[config.mk]
export PLATFORM = sky130hd
export DESIGN_NAME = pattern_scan_counter
export DESIGN_NICKNAME = d
export VERILOG_FILES = /design/src/rtl/pattern_scan_pkg.sv /design/src/rtl/pattern_match_window.sv /design/src/rtl/pattern_scan_counter.sv
export SDC_FILE = /design/constraint.sdc
export NUM_CORES = 1
export LEC_CHECK = 0
export BUFFER_PORTS_ARGS = -buffer_cell sky130_fd_sc_hd__buf_2
export CAP_MARGIN = 20
export CORE_MARGIN = 2
export CORE_UTILIZATION = 50
export DETAILED_ROUTE_END_ITERATION = 12
export GPL_ROUTABILITY_DRIVEN = 0
export PLACE_DENSITY = 0.71
export REMOVE_ABC_BUFFERS = 1
export SETUP_SLACK_MARGIN = 0.02
export SLEW_MARGIN = 10
export SYNTH_ARGS = -nofsm -noshare
export SYNTH_HDL_FRONTEND = slang
export SYNTH_SLANG_ARGS = --single-unit
[constraint.sdc]
create_clock -name clk -period 4.9 [get_ports clk]
set_input_delay 0.98 -clock clk [delete_from_list [all_inputs] [get_ports clk]]
set_output_delay 0.98 -clock clk [all_outputs]
set_load 0.1 [all_outputs]
[src/rtl/pattern_scan_pkg.sv]
// Shared types and helpers for the serial pattern scan counter.
package pattern_scan_pkg;

  typedef enum logic [1:0] {
    IDLE,
    SCAN,
    REPORT
  } state_t;

  localparam int DEF_DATA_W  = 10;
  localparam int DEF_PAT_MAX = 4;
  localparam int DEF_CNT_W   = 4;

  // Lengths above the window depth compare against the full window.
  function automatic int clamp_len(input int pat_len, input int pat_max);
    return (pat_len > pat_max) ? pat_max : pat_len;
  endfunction

endpackage

[src/rtl/pattern_match_window.sv]
// Bit history window with valid-bit tracking; flags a match of the low len bits against pat.
module pattern_match_window #(
  parameter int PAT_MAX = 4,
  parameter int LEN_W   = 3
) (
  input  logic               clk,
  input  logic               rst,
  input  logic               clr,
  input  logic               shift_en,
  input  logic               bit_in,
  input  logic [PAT_MAX-1:0] pat,
  input  logic [LEN_W-1:0]   len,
  input  logic               overlap_en,
  output logic               match
);

  logic [PAT_MAX-1:0] window;
  logic [PAT_MAX-1:0] win_next;
  logic [PAT_MAX-1:0] mask;
  logic [LEN_W-1:0]   valid;
  logic [LEN_W-1:0]   valid_next;

  if (PAT_MAX > 1) begin : g_wide
    assign win_next = {window[PAT_MAX-2:0], bit_in};
  end else begin : g_one
    assign win_next = bit_in;
  end

  // The match is judged on the window as it will be after this shift.
  always_comb begin
    valid_next = (valid == LEN_W'(PAT_MAX)) ? valid : valid + 1'b1;
    for (int i = 0; i < PAT_MAX; i++) begin
      mask[i] = (i < int'(len));
    end
    match = shift_en && (len != '0) && (valid_next >= len) &&
            (((win_next ^ pat) & mask) == '0);
  end

  always_ff @(posedge clk or posedge rst) begin
    if (rst) begin
      window <= '0;
      valid  <= '0;
    end else if (clr) begin
      window <= '0;
      valid  <= '0;
    end else if (shift_en) begin
      window <= win_next;
      // Non-overlapping mode demands a fresh set of bits after each hit.
      valid  <= (match && !overlap_en) ? '0 : valid_next;
    end
  end

endmodule

[src/rtl/pattern_scan_counter.sv]
// Captures a word on start, scans it LSB first and reports a saturating pattern count.
module pattern_scan_counter
  import pattern_scan_pkg::*;
#(
  parameter int  DATA_W  = DEF_DATA_W,
  parameter int  PAT_MAX = DEF_PAT_MAX,
  parameter int  CNT_W   = DEF_CNT_W,
  localparam int LEN_W   = $clog2(PAT_MAX + 1)
) (
  input  logic               clk,
  input  logic               rst,
  input  logic               start,
  input  logic [DATA_W-1:0]  data_in,
  input  logic [PAT_MAX-1:0] pat,
  input  logic [LEN_W-1:0]   pat_len,
  input  logic               overlap_en,
  output logic               busy,
  output logic               done,
  output logic [CNT_W-1:0]   count,
  output logic               sat
);

  localparam int IDX_W = (DATA_W > 1) ? $clog2(DATA_W) : 1;

  state_t             state;
  logic [DATA_W-1:0]  word;
  logic [PAT_MAX-1:0] pat_q;
  logic [LEN_W-1:0]   len_q;
  logic               ov_q;
  logic [IDX_W-1:0]   index;
  logic [CNT_W-1:0]   run_cnt;
  logic               run_sat;
  logic               accept;
  logic               match;

  assign accept = (state == IDLE) && start;

  // Captured scan parameters; only meaningful while a scan is in flight.
  always_ff @(posedge clk) begin
    if (accept) begin
      word  <= data_in;
      pat_q <= pat;
      len_q <= LEN_W'(clamp_len(int'(pat_len), PAT_MAX));
      ov_q  <= overlap_en;
    end
  end

  pattern_match_window #(
    .PAT_MAX (PAT_MAX),
    .LEN_W   (LEN_W)
  ) u_window (
    .clk        (clk),
    .rst        (rst),
    .clr        (accept),
    .shift_en   (state == SCAN),
    .bit_in     (word[index]),
    .pat        (pat_q),
    .len        (len_q),
    .overlap_en (ov_q),
    .match      (match)
  );

  always_ff @(posedge clk or posedge rst) begin
    if (rst) begin
      state   <= IDLE;
      busy    <= 1'b0;
      done    <= 1'b0;
      count   <= '0;
      sat     <= 1'b0;
      index   <= '0;
      run_cnt <= '0;
      run_sat <= 1'b0;
    end else begin
      done <= 1'b0;
      case (state)
        IDLE: begin
          if (start) begin
            state   <= SCAN;
            busy    <= 1'b1;
            index   <= '0;
            run_cnt <= '0;
            run_sat <= 1'b0;
          end
        end
        SCAN: begin
          if (match) begin
            if (run_cnt == '1) run_sat <= 1'b1;
            else               run_cnt <= run_cnt + 1'b1;
          end
          if (index == IDX_W'(DATA_W - 1)) state <= REPORT;
          else                             index <= index + 1'b1;
        end
        REPORT: begin
          count <= run_cnt;
          sat   <= run_sat;
          done  <= 1'b1;
          busy  <= 1'b0;
          state <= IDLE;
        end
        default: state <= IDLE;
      endcase
    end
  end

endmodule

==> impl_metrics.ini <==
[die]
die_x_um = 66.0
core_um2 = 3690
io_pins = 28
initial_utilization_pct = 52.1
std_cell_rows = 22
die_area_um2 = 4360
die_height_um = 66.0

[synth]
ys_seq_area_share_pct = 59.3
ys_warn_count = 0
synth_simple_gate_area_share_pct = 14.5
ys_types = 41
synth.mux.area_fraction_pct = 5.73
synth_xor_area_share_pct = 2.28
synth_top_area_share_pct = 31.2
synthAdderAreaFrac_pct = 5.20
synth-seq-cells = 42
synth_top_flop_cell = dfrtp_1
synthCells = 164
synth_area_per_cell_um2 = 11.7
synthArstFlopShare_pct = 57.1
synth_compound_area_share_pct = 8.98
synth_edf_count = 18
synth_top_family_by_area = simple AND/OR/NAND/NOR gates
netlist_area_um2 = 1920
ys_top_cells_by_area = dfrtp_1 (31%), edfxtp_1 (28%), ha_1 (5.2%), nand2_1 (3.7%), mux2_2 (3.5%)
yosys.area.top_type = dfrtp_1

[clock_network]
htreeDepth = 2
cts_root_buf = clkbuf_8
path_clk_slew_ns = 0.08
clk_path_buf_depth = 2
postCtsSetupRepairBufs = 0
cts_hold_buf = 0
cts_tree = built
ctsResizeCount = 0
cts_buffers = 5
cts_sinks = 42
insertion_delay_ns = 0.30

[power]
total_leakage_power_nw = 0.982
power.density_nw_per_um2 = 596
finalPower_mw = 1.29
ir_worst_vdd_v = 0.000320

[sta]
layout_min_cycle_time_ns = 2.98
fin_skew_ns = 0.00624
fin_tns_setup_ns = 0
timing.slew.headroom_pct = 38.8
finalHoldViolations = 0
fmax_mhz = 336
worst_pin_slew_ns = 0.915
rsz0062_at_grt = false
report.final.setup_viol = 0
period_share_pct = 60.8
slew_viol_final = 0

[finish]
drive_gt1_share_pct = 21.9
syn2layout_area_growth_pct = 12.6
num_antenna_cells = 0
fill_cells = 343
fin_nets = 220

[route]
highest_layer = met4
dr_wl_met2_mm = 1.63
wirelength_mm = 3.23
drc = 0
viasPerCell = 5.30
first_pass_iters = 4
drt-wirelength-per-cell_um = 13.5
drtIter0Drc = 75
route.vias.total = 1271
ant_nets = 0
wirelength_met1_mm = 1.35
wl_met3_um = 160

[hold_path]
whs_path_depth = 2
hold_path_class = register to register
hp-start = sat$_DFFE_PP0P_
whs_endpoint = sat$_DFFE_PP0P_

[global_route]
grt-ovfl-total = 0
antenna_found_initial = 0
grt_pass1_wl_mm = 5.71
grt_usage_pct = 18.1
grt_max_degree = 25
grt_pass1_vias = 1273

[worst_setup_path]
cp.arrival_ns = 3.22
r2r-end = run_cnt[3]$_DFFE_PP0P_
worstPathRequired_ns = 5.14
rr_worst_depth = 11
r2r_slack_ns = 1.92
crit_path_start_kind = register
path_class = register to register
crit_start = u_window.valid[0]$_DFFE_PP0P_
crit_path_end_kind = register
r2r-start = u_window.valid[0]$_DFFE_PP0P_
crit_fanout = 9

[placement]
io_buffers = 27
hpwl_mm = 2.35

[status]
status = complete, no violations

[flow_run]
cap_violations = 0
## worst max-delay path by stage
stage,to,slack (ns),depth (start not counted)
after floorplan,run_cnt[3]$_DFFE_PP0P_,2.14,11
after global placement,run_cnt[0]$_DFFE_PP0P_,1.91,6
after detailed placement,run_cnt[0]$_DFFE_PP0P_,1.78,6
after CTS,run_cnt[3]$_DFFE_PP0P_,1.91,11
after global routing,run_cnt[3]$_DFFE_PP0P_,1.74,11
final,run_cnt[3]$_DFFE_PP0P_,1.92,11
## cells by family (layout without fill, tap and decap cells)
| family | Yosys count | after routing |
|---|---|---|
| adder cells (fa/ha/maj) | 8 | 8 |
| flip-flops | 42 | 42 |
| AND/OR/NAND/NOR | 56 | 56 |
| buffers and inverters | 18 | 46 |
| XOR/XNOR | 5 | 5 |
| AO/OA/AOI/OAI | 26 | 26 |
| multiplexers | 9 | 9 |
## per-stage QoR
step / utilization, % / setup WS [ns] / std cells / hold WS (ns) / instance area, µm²
floorplan: - / 2.14 / 157 / 0.480 / 1890
global placement: 56.5 / 1.91 / 232 / 0.456 / 2080
detailed placement: 56.5 / 1.78 / 232 / 0.467 / 2080
CTS: 58.7 / 1.91 / 240 / 0.486 / 2160
global route: 58.7 / 1.74 / 240 / 0.518 / 2160
finish: 58.7 / 1.92 / 240 / 0.480 / 2160
## synth_stat cells, types with 2 or more instances
cell / number
a21oi_1: 3
clkbuf_1: 5
dfrtp_1: 24
edfxtp_1: 18
ha_1: 8
inv_1: 11
mux2_2: 6
mux2i_1: 2
nand2_1: 19
nand2b_1: 3
nand3_1: 9
nor2_1: 10
nor2b_1: 4
nor3_1: 3
o211ai_1: 3
o21ai_0: 7
or4_1: 2
xnor2_1: 2
xor2_1: 3
## layout by cell type, fill, tap and decap left out, types with 2 or more instances in the layout
master and count:
buf_2 27, dfrtp_1 24, nand2_1 19, edfxtp_1 18, inv_1 11, nor2_1 10, nand3_1 9, ha_1 8
o21ai_0 7, mux2_2 6, clkbuf_8 5, nor2b_1 4, a21oi_1 3, nor3_1 3, xor2_1 3, nand2b_1 3
o211ai_1 3, mux2i_1 2, xnor2_1 2, or4_1 2
## cell type report
type	count	area [µm²]	share of cell area [%]
inverters	11	41.3	1.91
multi-input cells	104	706	32.6
clock buffers	6	72.6	3.35
clock inverters	2	8.76	0.405
repair buffers	27	135	6.24
flip-flops and latches	42	1140	52.7
well taps	48	60.1	2.77
## metal layers
| layer | vias to the layer above | GRT usage [%] |
|---|---|---|
| met5 | - | 0 |
| met4 | 0 | 10.7 |
| met3 | 7 | 5.62 |
| met2 | 31 | 29.9 |
| met1 | 597 | 20.6 |
| li1 | 636 | - |
## power breakdown
group	switching (mW)	internal, mW
logic	0.338	0.187
registers	0.0861	0.467
clock network	0.114	0.0979
## sequential cells by signal (all words and copies together), names as in the netlist
signal	count
busy	1
word	10
len_q	3
u_window.window	3
index	4
state	2
count	4
run_cnt	4
done	1
sat	1
run_sat	1
u_window.valid	3
ov_q	1
pat_q	4
## critical path: stages, from the launching register on
cell and delay (ns):
dfrtp_1 0.41, inv_1 0.06, ha_1 0.21, nor2_1 0.10, nor2_1 0.07, ha_1 0.26
nor2_1 0.04, a2111oi_0 0.36, o211ai_1 0.13, or4_1 0.65, or4_1 0.53, nand3_1 0.09
No activity file was read; power rests on OpenSTA's default activity.
